--- src/rtl/updown_counter_if.sv ---
// Button/status bundle between the conditioned button inputs and updown_counter.
// The master side drives buttons; the slave (counter) drives the status outputs.
interface updown_counter_if #(
  parameter int unsigned WIDTH = 4
);
  logic [3:0]       buttons;
  logic [WIDTH-1:0] count;
  logic             running;
  logic             dir_up;
  logic             tick;

  modport master (output buttons, input count, running, dir_up, tick);
  modport slave  (input buttons, output count, running, dir_up, tick);
endinterface

--- src/rtl/updown_counter.sv ---
// Edge-triggered LED counter: manual stepping in pause mode, prescaled
// automatic stepping in run mode, wrap or saturate at the count limits.
module updown_counter #(
  parameter int unsigned WIDTH           = 4,
  parameter int unsigned CYCLES_PER_TICK = 125_000_000,
  parameter bit          SATURATE        = 1'b0
) (
  input  logic            clk,
  input  logic            rst,
  updown_counter_if.slave bus
);

  localparam int unsigned PW = (CYCLES_PER_TICK > 1) ? $clog2(CYCLES_PER_TICK) : 1;
  localparam logic [PW-1:0]    PRESC_LAST = PW'(CYCLES_PER_TICK - 1);
  localparam logic [WIDTH-1:0] COUNT_MAX  = {WIDTH{1'b1}};

  logic [3:0]       btn_prev;
  logic [WIDTH-1:0] count_q, count_nxt;
  logic             running_q, running_nxt;
  logic             dir_up_q, dir_up_nxt;
  logic             tick_q, tick_nxt;
  logic [PW-1:0]    presc_q, presc_nxt;

  logic [3:0]       press_c;
  logic [WIDTH-1:0] count_inc_c, count_dec_c;
  logic             presc_wrap_c;

  // Rising-edge detect and the two candidate step results
  always_comb begin
    press_c      = bus.buttons & ~btn_prev;
    count_inc_c  = (SATURATE && count_q == COUNT_MAX) ? COUNT_MAX : count_q + WIDTH'(1);
    count_dec_c  = (SATURATE && count_q == '0) ? '0 : count_q - WIDTH'(1);
    presc_wrap_c = (presc_q == PRESC_LAST);
  end

  // Next-state decode; every press is interpreted under the pre-toggle mode
  always_comb begin
    count_nxt   = count_q;
    running_nxt = running_q ^ press_c[2];
    dir_up_nxt  = dir_up_q;
    tick_nxt    = 1'b0;
    presc_nxt   = '0;

    if (!running_q) begin
      if (press_c[3])      count_nxt = '0;
      else if (press_c[0]) count_nxt = count_inc_c;
      else if (press_c[1]) count_nxt = count_dec_c;
    end else begin
      if (presc_wrap_c) begin
        tick_nxt  = 1'b1;
        count_nxt = dir_up_q ? count_inc_c : count_dec_c;
      end else begin
        presc_nxt = presc_q + PW'(1);
      end

      if (press_c[0])      dir_up_nxt = 1'b1;
      else if (press_c[1]) dir_up_nxt = 1'b0;

      // Clear beats the tick step but leaves the tick pulse intact
      if (press_c[3]) begin
        count_nxt = '0;
        presc_nxt = '0;
      end

      // Leaving run mode parks the prescaler so re-entry gets a full period
      if (press_c[2]) presc_nxt = '0;
    end
  end

  // btn_prev resets high so a button held through reset does not fire
  always_ff @(posedge clk or posedge rst) begin
    if (rst) begin
      btn_prev  <= 4'b1111;
      count_q   <= '0;
      running_q <= 1'b0;
      dir_up_q  <= 1'b1;
      tick_q    <= 1'b0;
      presc_q   <= '0;
    end else begin
      btn_prev  <= bus.buttons;
      count_q   <= count_nxt;
      running_q <= running_nxt;
      dir_up_q  <= dir_up_nxt;
      tick_q    <= tick_nxt;
      presc_q   <= presc_nxt;
    end
  end

  assign bus.count   = count_q;
  assign bus.running = running_q;
  assign bus.dir_up  = dir_up_q;
  assign bus.tick    = tick_q;

endmodule

--- src/flat_wrapper.sv ---
// flat-port wrapper written by rule: the top's interface ports become plain ports
module updown_counter_flat 
#(
  parameter int unsigned WIDTH           = 4,
  parameter int unsigned CYCLES_PER_TICK = 125_000_000,
  parameter bit          SATURATE        = 1'b0
)
  (clk, rst, bus_buttons, bus_count, bus_running, bus_dir_up, bus_tick);
  updown_counter_if #(.WIDTH(WIDTH)) bus_i ();
  input  logic clk;
  input  logic rst;
  input wire logic [$bits(bus_i.buttons)-1:0] bus_buttons;
  output wire logic [$bits(bus_i.count)-1:0] bus_count;
  output wire logic [$bits(bus_i.running)-1:0] bus_running;
  output wire logic [$bits(bus_i.dir_up)-1:0] bus_dir_up;
  output wire logic [$bits(bus_i.tick)-1:0] bus_tick;
  assign bus_i.buttons = bus_buttons;
  assign bus_count = bus_i.count;
  assign bus_running = bus_i.running;
  assign bus_dir_up = bus_i.dir_up;
  assign bus_tick = bus_i.tick;
  updown_counter #(.WIDTH(WIDTH), .CYCLES_PER_TICK(CYCLES_PER_TICK), .SATURATE(SATURATE)) u_core (.clk(clk), .rst(rst), .bus(bus_i));
endmodule
--- config.mk ---
export PLATFORM = sky130hd
export DESIGN_NAME = updown_counter_flat
export DESIGN_NICKNAME = d
export VERILOG_FILES = /design/src/rtl/updown_counter_if.sv /design/src/rtl/updown_counter.sv /design/src/flat_wrapper.sv
export SDC_FILE = /design/constraint.sdc
export NUM_CORES = 1
export LEC_CHECK = 0
export BUFFER_PORTS_ARGS = -buffer_cell sky130_fd_sc_hd__clkbuf_2
export CAP_MARGIN = 30
export CORE_MARGIN = 8
export CORE_UTILIZATION = 58
export DETAILED_ROUTE_END_ITERATION = 6
export GPL_TIMING_DRIVEN = 0
export PLACE_DENSITY_LB_ADDON = 0.12
export SYNTH_ARGS = -nofsm -noshare
export SYNTH_HDL_FRONTEND = slang
export SYNTH_SLANG_ARGS = --single-unit
--- constraint.sdc ---
create_clock -name clk -period 2.5 [get_ports clk]
set_input_delay 0.375 -clock clk [delete_from_list [all_inputs] [get_ports clk]]
set_output_delay 0.375 -clock clk [all_outputs]
set_load 0.03 [all_outputs]
==> summary.txt, run 1 <==
Yosys
  • Mapped cell area: between 0.0015 and 0.002 mm²
  • Post-synth cell types: 37
  • Top_reg_cell synth: dfrtp_1
  • Number of synthesized flops with an enable pin: 0
  • Net Count, Synth: 197
  • #FFs+latches synth: 38
  • Sequential-to-total area share from yosys stat: roughly half
  • Post-synthesis async set-or-reset flop share: 100%
  • Synth area leader: dfrtp_1
  • Syn Inst Count: 188
  • Synth top area share: 42.4%
  • Synthesized area per cell: 10.3 µm²
  • Synth warn: 0
  • Main area contributors after synthesis: dfrtp_1 (42%), xor2_1 (9.0%), dfstp_2 (6.8%)

Floorplanning
  • DIE AREA: 0.00546 mm²
  • Num ports: 13
  • Die Width: 73.9 µm
  • Initial Util: 59.2%
  • Die Ht: ~74 µm
  • # rows: 21
  • Core ar.: 0.00328 mm²

Setup path
  • Crit path DAT: 2330 ps
  • Crit path max fanout: 10
  • Worst setup SP type: flip-flop
  • Critical path class: reg2reg
  • CP Capture Type: flip-flop
  • Critical Path RT: 2750 ps

STA
  • Final period util: 83.4%
  • Fin Hold WS: between 90 and 100 ps
  • Slew headroom: between 50 and 60%
  • RSZ-0062 raised after global routing: no
  • Setup_tns: 0 ps
  • Worst Skew: 8.15 ps
  • Worst-margin pin slew: 715 ps
  • Max Freq: 480 MHz
  • Hold Fails Final Rpt: 0
  • Max-slew violations: 0
  • # setup viols final: 0
  • Crit path time final: between 2000 and 2500 ps

CTS
  • CTS tree: done
  • Post-CTS Setup Bufs: 0
  • Clk slew on worst S/H paths: 110 ps
  • Longest Clk Path Bufs: 2
  • Clk_lat worst skew: 350 ps
  • Clock sink count: 38
  • Post-CTS Hold Buffers: 0
  • Num CTS Buffers: 5
  • H-Tree Depth: 2
  • CTS resizes: 0
  • Clock Tree Root: clkbuf_4

Routing
  • Wire length per cell after detailed routing: 14.3 µm
  • Pre-antenna DRT Iters: 4
  • Final ANT Viol Nets: 0
  • Total number of vias: between 1000 and 1500
  • DRC: 0
  • DRT iter0 DRCs: 78
  • Routed wire length: 3.64 mm
  • Vias per cell: 5.40

Final layout
  • Filler instances: 266
  • Commonest non-fill, non-tap cells in the layout: nor2_1 (33), dfrtp_1 (33), xor2_1 (20), nand2_1 (15), nand3_1 (13)
  • P&R area growth vs syn: 13.2%
  • Final nets: 217
  • Layout cells sized above 1: slightly below 20%
  • Post-Layout Cell Count: 255
  • N_diodes: 0

Pwr
  • PD cells: 814 mW/mm²
  • PnR Total Power: between 1500 and 2000 µW
  • VDD IR max: 0.602 mV
  • Leak: 0.00100 µW

Global routing
  • Largest net degree at the start of global routing: 23
  • Antenna violations before repair: 0
  • Total gr overflow: 0
  • GRT Overall Usage: 15.1%
  • Vias in the first global route: between 1000 and 1500
  • First-pass GRT wire length: about 6.2 mm

Run
  • Max-cap violation count: 0

Placed design
  • Dpl hpwl: 2.67 mm
  • GP Congestion: 0.785
  • Port Buf Inserts: 12
  • Cell total after placement: 247

Worst hold path
  • Worst hold path type: in2async

Run status
  • Status: complete, no violations
-- cell usage after synthesis (3+ instances only) --
cell	instances
nor2b_1	3
inv_1	6
xor2_1	20
ha_1	3
nand3_1	13
dfrtp_1	33
nor2_1	33
dfstp_2	5
nand4_1	6
and3_1	4
buf_6	3
nand2_1	15
xnor2_1	7
nand4b_1	3
a31oi_1	3
-- worst max-delay path: stages, from the launching register on --
cell and delay, ps:
dfrtp_1 440, nor4b_2 300, nand4_1 240, nor4_1 410
nand4b_2 340, buf_6 190, nor2_1 60
-- final cells by class --
class / instances / area [µm²] / share of cell area [%]
plain buffers: 6 / 47.5 / 2.16
clock buffers: 6 / 51.3 / 2.33
clock inverters: 2 / 60.1 / 2.73
inverters: 6 / 22.5 / 1.02
multi-input cells: 138 / 918 / 41.7
flip-flops and latches: 38 / 957 / 43.5
well taps: 46 / 57.6 / 2.61
repair buffers: 13 / 87.6 / 3.98
-- final timing paths --
path / cells after the start / to / slack [ps] / start
max: 6 / u_core.presc_q[13] / 420 / u_core.presc_q[13]
min: 2 / u_core.bus.running / 100 / rst
max reg2reg: 6 / u_core.presc_q[13] / 420 / u_core.presc_q[13]
min reg2reg: 1 / u_core.presc_q[0] / 510 / u_core.presc_q[0]
max in group asynchronous: 3 / u_core.btn_prev[3] / 1780 / rst
min in group clk: 1 / u_core.btn_prev[1] / 100 / bus_buttons[1]
-- power breakdown --
| part | switching, µW | internal, µW | total, µW |
|---|---|---|---|
| sequential | 56.3 | 679 | 735 |
| combinational | 304 | 210 | 513 |
| clock | 205 | 339 | 544 |
| total | 566 | 1230 | 1790 |
-- flip-flops by register name, indices dropped and copies added, names as in the netlist --
name                cells
u_core.btn_prev         4
u_core.bus.count        4
u_core.bus.dir_up       1
u_core.bus.running      1
u_core.bus.tick         1
u_core.presc_q         27
-- metal layers --
layer / routed length (µm) / GRT usage (%) / vias up
li1: - / - / 679
met1: 1640 / 17.5 / 661
met2: 1770 / 24.8 / 27
met3: 141 / 3.96 / 10
met4: 89 / 7.98 / 0
met5: 0 / 0 / -
-- per-stage QoR --
stage                     worst slack [ps]  area (µm²)  utilization (%)
after detailed placement               443        2090             63.7
after global placement                 441        2060             62.8
after floorplan                        764        1950                -
after global routing                   235        2200             67.0
final                                  416        2200             67.0
after CTS                              387        2200             67.0
-- kinds of logic after synthesis --
family / count (synthesis) / share of synthesized area [%]
AOI/OAI and AO/OA: 8 / 4.24
xor gates and xnor gates: 27 / 12.2
adders and majority gates: 3 / 1.93
buffers and inverters: 12 / 3.60
DFF: 38 / 49.2
muxes: 4 / 2.19
and+or+nand+nor: 96 / 26.7
Note: power is estimated with default switching activity, not from simulation.
==> inputs of run 2 (changes only) <==
--- a/config.mk
+++ b/config.mk
@@ -8,7 +8,7 @@
 export BUFFER_PORTS_ARGS = -buffer_cell sky130_fd_sc_hd__clkbuf_2
 export CAP_MARGIN = 30
 export CORE_MARGIN = 8
-export CORE_UTILIZATION = 58
+export CORE_UTILIZATION = 53
 export DETAILED_ROUTE_END_ITERATION = 6
 export GPL_TIMING_DRIVEN = 0
 export PLACE_DENSITY_LB_ADDON = 0.12
==> constraint.sdc (replaced) <==
create_clock -name clk -period 1.7 [get_ports clk]
set_input_delay 0.255 -clock clk [delete_from_list [all_inputs] [get_ports clk]]
set_output_delay 0.255 -clock clk [all_outputs]
set_load 0.03 [all_outputs]
==> run 2 against run 1 <==
Against the previous run: the run now ends with setup timing left; total power up 49%; sequential power increased by 50%; combinational power increased by 81%; sequential share of layout area fell by 4.4 points; worst hold slack worse by 44 ps; count of clock-buffer cells in the layout did not move; critical path type unchanged; largest power group unchanged.
==> summary.txt, run 2 (synthesis gave the netlist of run 1 again) <==
Run status
  • Status: finished with violations
  • Violated checks: setup timing

Routing
  • DRC: 0 (unchanged)
  • Pre-antenna DRT Iters: 4 (unchanged)
  • Final ANT Viol Nets: 0 (unchanged)
  • Routed wire length: 4.13 mm (+13%)
  • Wire length per cell after detailed routing: 15.3 µm (+7.2%)
  • Vias per cell: 5.50 (+1.8%)
  • DRT iter0 DRCs: 114 (+46%)
  • Total number of vias: 1484 (+7.8%)

Worst hold path
  • Worst hold path type: in2reg
  • Hold path depth: 1
  • Hold Crit Endpoint: u_core.btn_prev[1]
  • Hold Crit Start: bus_buttons[1]

Placed design
  • Cell Area, Placed: 0.00208 mm² (-0.48%)
  • Port Buf Inserts: 12 (unchanged)
  • Dpl hpwl: 2.75 mm (+3.1%)
  • GP Congestion: 0.799 (+1.8%)

Pwr
  • PnR Total Power: 2670 µW (+49%)
  • Pint: 1720 µW (+40%)
  • VDD IR max: 0.790 mV (+31%)
  • PD cells: 1090 mW/mm² (+34%)
  • Leak: 0.00109 µW (+9.0%)
  • Sw power: 958 µW (+69%)
  • Sequential share of power: 41.0% (about the same)
  • Combinational share of power: 34.8% (+6.2 points)
  • Sw frac: 35.8% (+4.3 points)
  • Share of total power in the clock network: 24.2% (-6.1 points)

Final layout
  • Filler instances: 275 (+3.4%)
  • P&R area growth vs syn: 26.3%
  • Most common cell after layout, fill and taps aside: dfrtp_1
  • Multi-input gate area: 0.00106 mm² (+16%)
  • Register area: 960 µm² (+0.26%)
  • N_diodes: 0 (unchanged)
  • Layout cells sized above 1: 38.7% (+19 points)
  • Top reg by flops: u_core.presc_q
  • Largest register FFs: 27 (unchanged)
  • Commonest non-fill, non-tap cells in the layout: dfrtp_1 (31), nor2_2 (18), xor2_1 (18), nand2_1 (14), nand3_1 (13)
  • Design area: 0.00246 mm² (+12%)
  • Final nets: 230 (+6.0%)

STA
  • Worst-margin pin slew: 463 ps (-252 ps)
  • Fin Hold WS: 51.2 ps (-44.5 ps)
  • Max-slew violations: 0 (unchanged)
  • Max Freq: 538 MHz (+12%)
  • Crit path time final: 1860 ps (-226 ps)
  • Hold Fails Final Rpt: 0 (unchanged)
  • Final period util: 109% (+26 points)
  • Setup_tns: -1510 ps (-1510 ps)
  • Final worst setup slack: -157 ps (-574 ps)
  • Slew headroom: 69.1% (+17 points)
  • Worst Skew: 4.74 ps (-3.41 ps)
  • # setup viols final: 30 (+30)
  • RSZ-0062 raised after global routing: yes

Setup path
  • Critical path's largest stage delay: 410 ps (-30 ps)
  • End of the worst register-to-register path: u_core.bus.count[2]
  • Crit path DAT: 2040 ps (-290 ps)
  • R2R depth: 6 (unchanged)
  • Worst setup SP type: flip-flop
  • Slowest cell on crit path: dfrtp_1
  • Worst R2R Setup Slack: -160 ps (-570 ps)
  • Critical path class: reg2reg
  • Crit path max fanout: 6 (-4)
  • CP Capture Type: flip-flop
  • Critical Path RT: 1890 ps (-860 ps)
  • Delay-heaviest family, CP: compound AO/OA/AOI/OAI gates
  • Buf+Inv Stages, Crit Path: 1 (unchanged)
  • Critical Path, Cell by Cell: nor4b_2, nand4_1, buf_6, o41ai_4, a31oi_1, a41o_1
  • RR Startpoint: u_core.presc_q[13]

CTS
  • Clock Tree Root: clkbuf_8
  • Clk_lat worst skew: 300 ps (-50 ps)
  • Clock sink count: 38 (unchanged)
  • H-Tree Depth: 2 (unchanged)
  • Num CTS Buffers: 5 (unchanged)
  • CTS tree: done
  • Clk slew on worst S/H paths: 80 ps (-30 ps)
  • Longest Clk Path Bufs: 2 (unchanged)

Global routing
  • Largest net degree at the start of global routing: 26 (+13%)
  • GRT Overall Usage: 14.3% (-0.79 points)
  • Antenna violations before repair: 0 (unchanged)
  • First-pass GRT wire length: 6.82 mm (+9.3%)
  • Vias in the first global route: 1544 (+12%)
  • Total gr overflow: 0 (unchanged)

Floorplanning
  • Initial Util: 54.0% (-5.3 points)
  • # rows: 22 (+4.8%)
  • Die Ht: 76.6 µm (+3.6%)
  • DIE AREA: 0.00587 mm² (+7.4%)
  • Core ar.: 0.00361 mm² (+9.8%)
  • Num ports: 13 (unchanged)
  • Die Width: 76.6 µm (+3.6%)

Run
  • Max-cap violation count: 0 (unchanged)
## run 2: power by group through the flow
stage	combinational [µW]	sequential (µW)	clock [µW]
2_1_floorplan	466	1210	0
3_3_place_gp	735	1090	0
3_5_place_dp	763	1100	0
4_1_cts	846	1080	665
5_1_grt	1010	1110	701
6_report	931	1100	647
## run 2: area by class of cell
| cell class | instances | area share, % |
|---|---|---|
| well taps | 48 | 2.44 |
| inverters | 6 | 0.916 |
| flip-flops and latches | 38 | 39.1 |
| multi-input cells | 138 | 43.3 |
| clock buffers | 6 | 3.36 |
| plain buffers | 5 | 1.78 |
| repair buffers | 27 | 8.66 |
| clock inverters | 2 | 0.509 |
## run 2: layer usage
metal,vias up,global-route usage [%],share of wire [%]
met1,717,15.7,42
li1,703,-,-
met2,43,24.6,51
met5,-,0,0
met3,21,5.54,4.5
met4,0,4.81,2.6
## run 2: worst reg2reg max path: cells and delay by family (launching register included)
family	cells	cell delay, ps
AOI/OAI and AO/OA	3	750
and+or+nand+nor	2	440
DFF	1	410
buffers and inverters	1	160
## run 2: per-stage QoR
| stage | util [%] | std cells | setup WS, ps |
|---|---|---|---|
| after detailed placement | 57.7 | 249 | -369 |
| after global routing | 68.1 | 270 | -185 |
| after CTS | 63.5 | 265 | -112 |
| final | 68.1 | 270 | -157 |
| after floorplan | - | 188 | 2.50 |
| after global placement | 57.3 | 248 | -320 |
## run 2: worst max path at each step
stage	start	to	slack, ps	cells past startpoint
after floorplan	u_core.presc_q[13]	u_core.presc_q[24]	3	6
after global placement	u_core.presc_q[13]	u_core.presc_q[16]	-320	6
after detailed placement	u_core.presc_q[13]	u_core.presc_q[13]	-370	6
after CTS	u_core.presc_q[13]	u_core.bus.count[2]	-110	5
after global routing	u_core.presc_q[19]	u_core.bus.count[0]	-180	6
final	u_core.presc_q[13]	u_core.bus.count[2]	-160	6
## run 2: what timing repair did
item,in CTS,in global routing
hold endpoints to repair,0,6
setup buffers,7,5
resized for setup,15,34
endpoints found under the setup margin,31,32
cloned,1,1
hold buffers,0,1
pin swaps,17,9
==> inputs of run 3 (changes only) <==
--- a/config.mk
+++ b/config.mk
@@ -8,7 +8,7 @@
 export BUFFER_PORTS_ARGS = -buffer_cell sky130_fd_sc_hd__clkbuf_2
 export CAP_MARGIN = 30
 export CORE_MARGIN = 8
-export CORE_UTILIZATION = 53
+export CORE_UTILIZATION = 50
 export DETAILED_ROUTE_END_ITERATION = 6
 export GPL_TIMING_DRIVEN = 0
 export PLACE_DENSITY_LB_ADDON = 0.12
==> run 3 against run 2 <==
Against the previous run: the run still ends with setup timing left; via count fell by 1.6%; first-iteration DRC count decreased by 50%; wire length decreased by 2.1%; count of clock-buffer cells in the layout grew 1; core utilization is 3.1 points lower; non-clock buffer count decreased by 3; combinational power shrank 0.5%; fmax rose by 3.7%; sequential power hardly changed; global-route usage barely moved; worst hold slack got worse by 3.8 ps.
==> summary.txt, run 3 (synthesis gave the netlist of run 1 again) <==
Routing
  • DRT iter0 DRCs: 57 (-50%)
  • Wire length per cell after detailed routing: 15.1 µm (-0.98%)
  • Routed wire length: 4.04 mm (-2.1%)
  • Final ANT Viol Nets: 0 (unchanged)
  • DRC: 0 (unchanged)
  • Total number of vias: 1460 (-1.6%)
  • Pre-antenna DRT Iters: 4 (unchanged)
  • Vias per cell: 5.47 (-0.51%)

STA
  • Max Freq: 558 MHz (+3.7%)
  • RSZ-0062 raised after global routing: yes
  • Final period util: 105% (-3.9 points)
  • Hold Fails Final Rpt: 0 (unchanged)
  • Worst-margin pin slew: 800 ps (+337 ps)
  • Final worst setup slack: -91.5 ps (+65.8 ps)
  • Max-slew violations: 0 (unchanged)
  • Crit path time final: 1790 ps (-65.8 ps)
  • Slew headroom: 46.6% (-23 points)
  • Worst Skew: 3.76 ps (-0.979 ps)
  • Fin Hold WS: 47.3 ps (-3.85 ps)
  • # setup viols final: 28 (-6.7%)

Final layout
  • Design area: 0.00242 mm² (-1.6%)
  • Largest register FFs: 27 (unchanged)
  • Util after Layout: 65.1% (-3.1 points)
  • Most common cell after layout, fill and taps aside: dfrtp_1
  • N_diodes: 0 (unchanged)
  • Final nets: 227 (-1.3%)
  • Filler instances: 320 (+16%)
  • Commonest non-fill, non-tap cells in the layout: dfrtp_1 (32), xor2_1 (19), nor2_2 (15), nand2_1 (14), nand3_1 (13)
  • Top reg by flops: u_core.presc_q
  • P&R area growth vs syn: 24.2%
  • Layout cells sized above 1: 36.1% (-2.7 points)

Pwr
  • VDD IR max: 0.562 mV (-29%)
  • Sw power: 934 µW (-2.5%)
  • PD cells: 1090 mW/mm² (+0.57%)
  • Share of total power in the clock network: 23.9% (-0.3 points)
  • Sw frac: 35.3% (-0.51 points)
  • Leak: 0.00106 µW (-2.7%)
  • Sequential share of power: 41.1% (about the same)
  • Combinational share of power: 35.0% (+0.2 points)
  • Pint: 1710 µW (-0.29%)

Placed design
  • Cell Area, Placed: 0.00209 mm² (+0.60%)
  • GP Congestion: 0.784 (-1.9%)
  • Dpl hpwl: 2.80 mm (+1.8%)
  • Port Buf Inserts: 12 (unchanged)

Worst hold path
  • Hold Crit Start: bus_buttons[1]
  • Worst hold path type: in2reg
  • Hold path depth: 1 (unchanged)
  • Hold Crit Endpoint: u_core.btn_prev[1]

Floorplanning
  • Die Ht: 78.4 µm (+2.3%)
  • Num ports: 13 (unchanged)
  • # rows: 22 (unchanged)
  • Core ar.: 0.00372 mm² (+3.1%)
  • DIE AREA: 0.00614 mm² (+4.7%)
  • Initial Util: 52.4% (-1.6 points)
  • Die Width: 78.4 µm (+2.3%)

Global routing
  • GRT Overall Usage: 14.3% (+0.023 points)
  • Largest net degree at the start of global routing: 21 (-19%)
  • First-pass GRT wire length: 7.09 mm (+3.9%)
  • Vias in the first global route: 1541 (-0.19%)
  • Total gr overflow: 0 (unchanged)
  • Antenna violations before repair: 0 (unchanged)

Setup path
  • Critical Path RT: 1880 ps (about the same)
  • Worst setup SP type: flip-flop
  • RR Startpoint: u_core.presc_q[10]
  • CP Capture Type: flip-flop
  • End of the worst register-to-register path: u_core.bus.count[2]
  • Critical path class: reg2reg
  • Crit path max fanout: 5 (-1)
  • Crit path DAT: 1970 ps (-70 ps)
  • Worst R2R Setup Slack: -90 ps (+70 ps)
  • R2R depth: 5 (-1)

CTS
  • Longest Clk Path Bufs: 2 (unchanged)
  • Num CTS Buffers: 5 (unchanged)
  • Clock sink count: 38 (unchanged)
  • CTS tree: done
  • Clk_lat worst skew: 290 ps (about the same)
  • Clock Tree Root: clkbuf_8
  • H-Tree Depth: 2 (unchanged)
  • Clk slew on worst S/H paths: 70 ps (about the same)

Run status
  • Status: finished with violations
  • Violated checks: setup timing

Run
  • Max-cap violation count: 0 (unchanged)
[run 3: worst max-delay path by stage]
| stage | from | to | slack, ps |
|---|---|---|---|
| final | u_core.presc_q[10] | u_core.bus.count[2] | -90 |
| after floorplan | u_core.presc_q[13] | u_core.presc_q[24] | 3 |
| after CTS | u_core.presc_q[10] | u_core.bus.count[3] | -150 |
| after global placement | u_core.presc_q[13] | u_core.presc_q[24] | -280 |
| after global routing | u_core.presc_q[10] | u_core.bus.count[2] | -170 |
| after detailed placement | u_core.presc_q[13] | u_core.presc_q[8] | -370 |
[run 3: critical path, cell delays in order, from the launching register on]
cell and delay, ps:
dfrtp_1 400, nor4b_2 310, nand4_1 230, o41ai_4 380
a31oi_1 140, a41o_1 230
[run 3: per-layer routing]
metal / vias up / wire length (µm) / global-route usage, %
met2: 21 / 2000 / 23.1
met5: - / 0 / 0
met4: 0 / 68 / 5.56
li1: 707 / - / -
met3: 7 / 135 / 3.53
met1: 725 / 1840 / 18.0
[run 3: power by group through the flow]
stage | sequential [µW] | combinational, µW | clock [µW]
final | 1090 | 926 | 632
after floorplan | 1210 | 466 | 0
after global routing | 1110 | 1020 | 679
after global placement | 1090 | 727 | 0
after detailed placement | 1100 | 765 | 0
after CTS | 1080 | 866 | 653
[run 3: area by class of cell]
type | instances | area [µm²] | area share (%)
sequential | 38 | 958 | 39.6
clock buffer | 7 | 86.3 | 3.57
clock inverter | 1 | 5.00 | 0.207
timing repair buffer | 23 | 178 | 7.35
multi-input combinational | 138 | 1060 | 43.8
inverter | 6 | 22.5 | 0.932
tap | 48 | 60.1 | 2.48
buffer | 6 | 47.5 | 1.97
[run 3: repair_timing]
action                     4_1_cts  5_1_grt
cloned                           2        0
pin swaps                       21       10
setup endpoints to repair       31       31
hold buffers                     0        0
setup buffers                    9        1
resized for setup               16       30
[run 3: per-stage QoR]
| step | TNS [ps] | cells | total power, µW | setup slack (ps) |
|---|---|---|---|---|
| after global placement | -6740 | 248 | 1820 | -284 |
| after global routing | -3290 | 267 | 2800 | -168 |
| after floorplan | 0 | 188 | 1670 | 2.50 |
| after detailed placement | -8900 | 249 | 1860 | -372 |
| final | -1710 | 267 | 2650 | -91.5 |
| after CTS | -879 | 268 | 2600 | -149 |
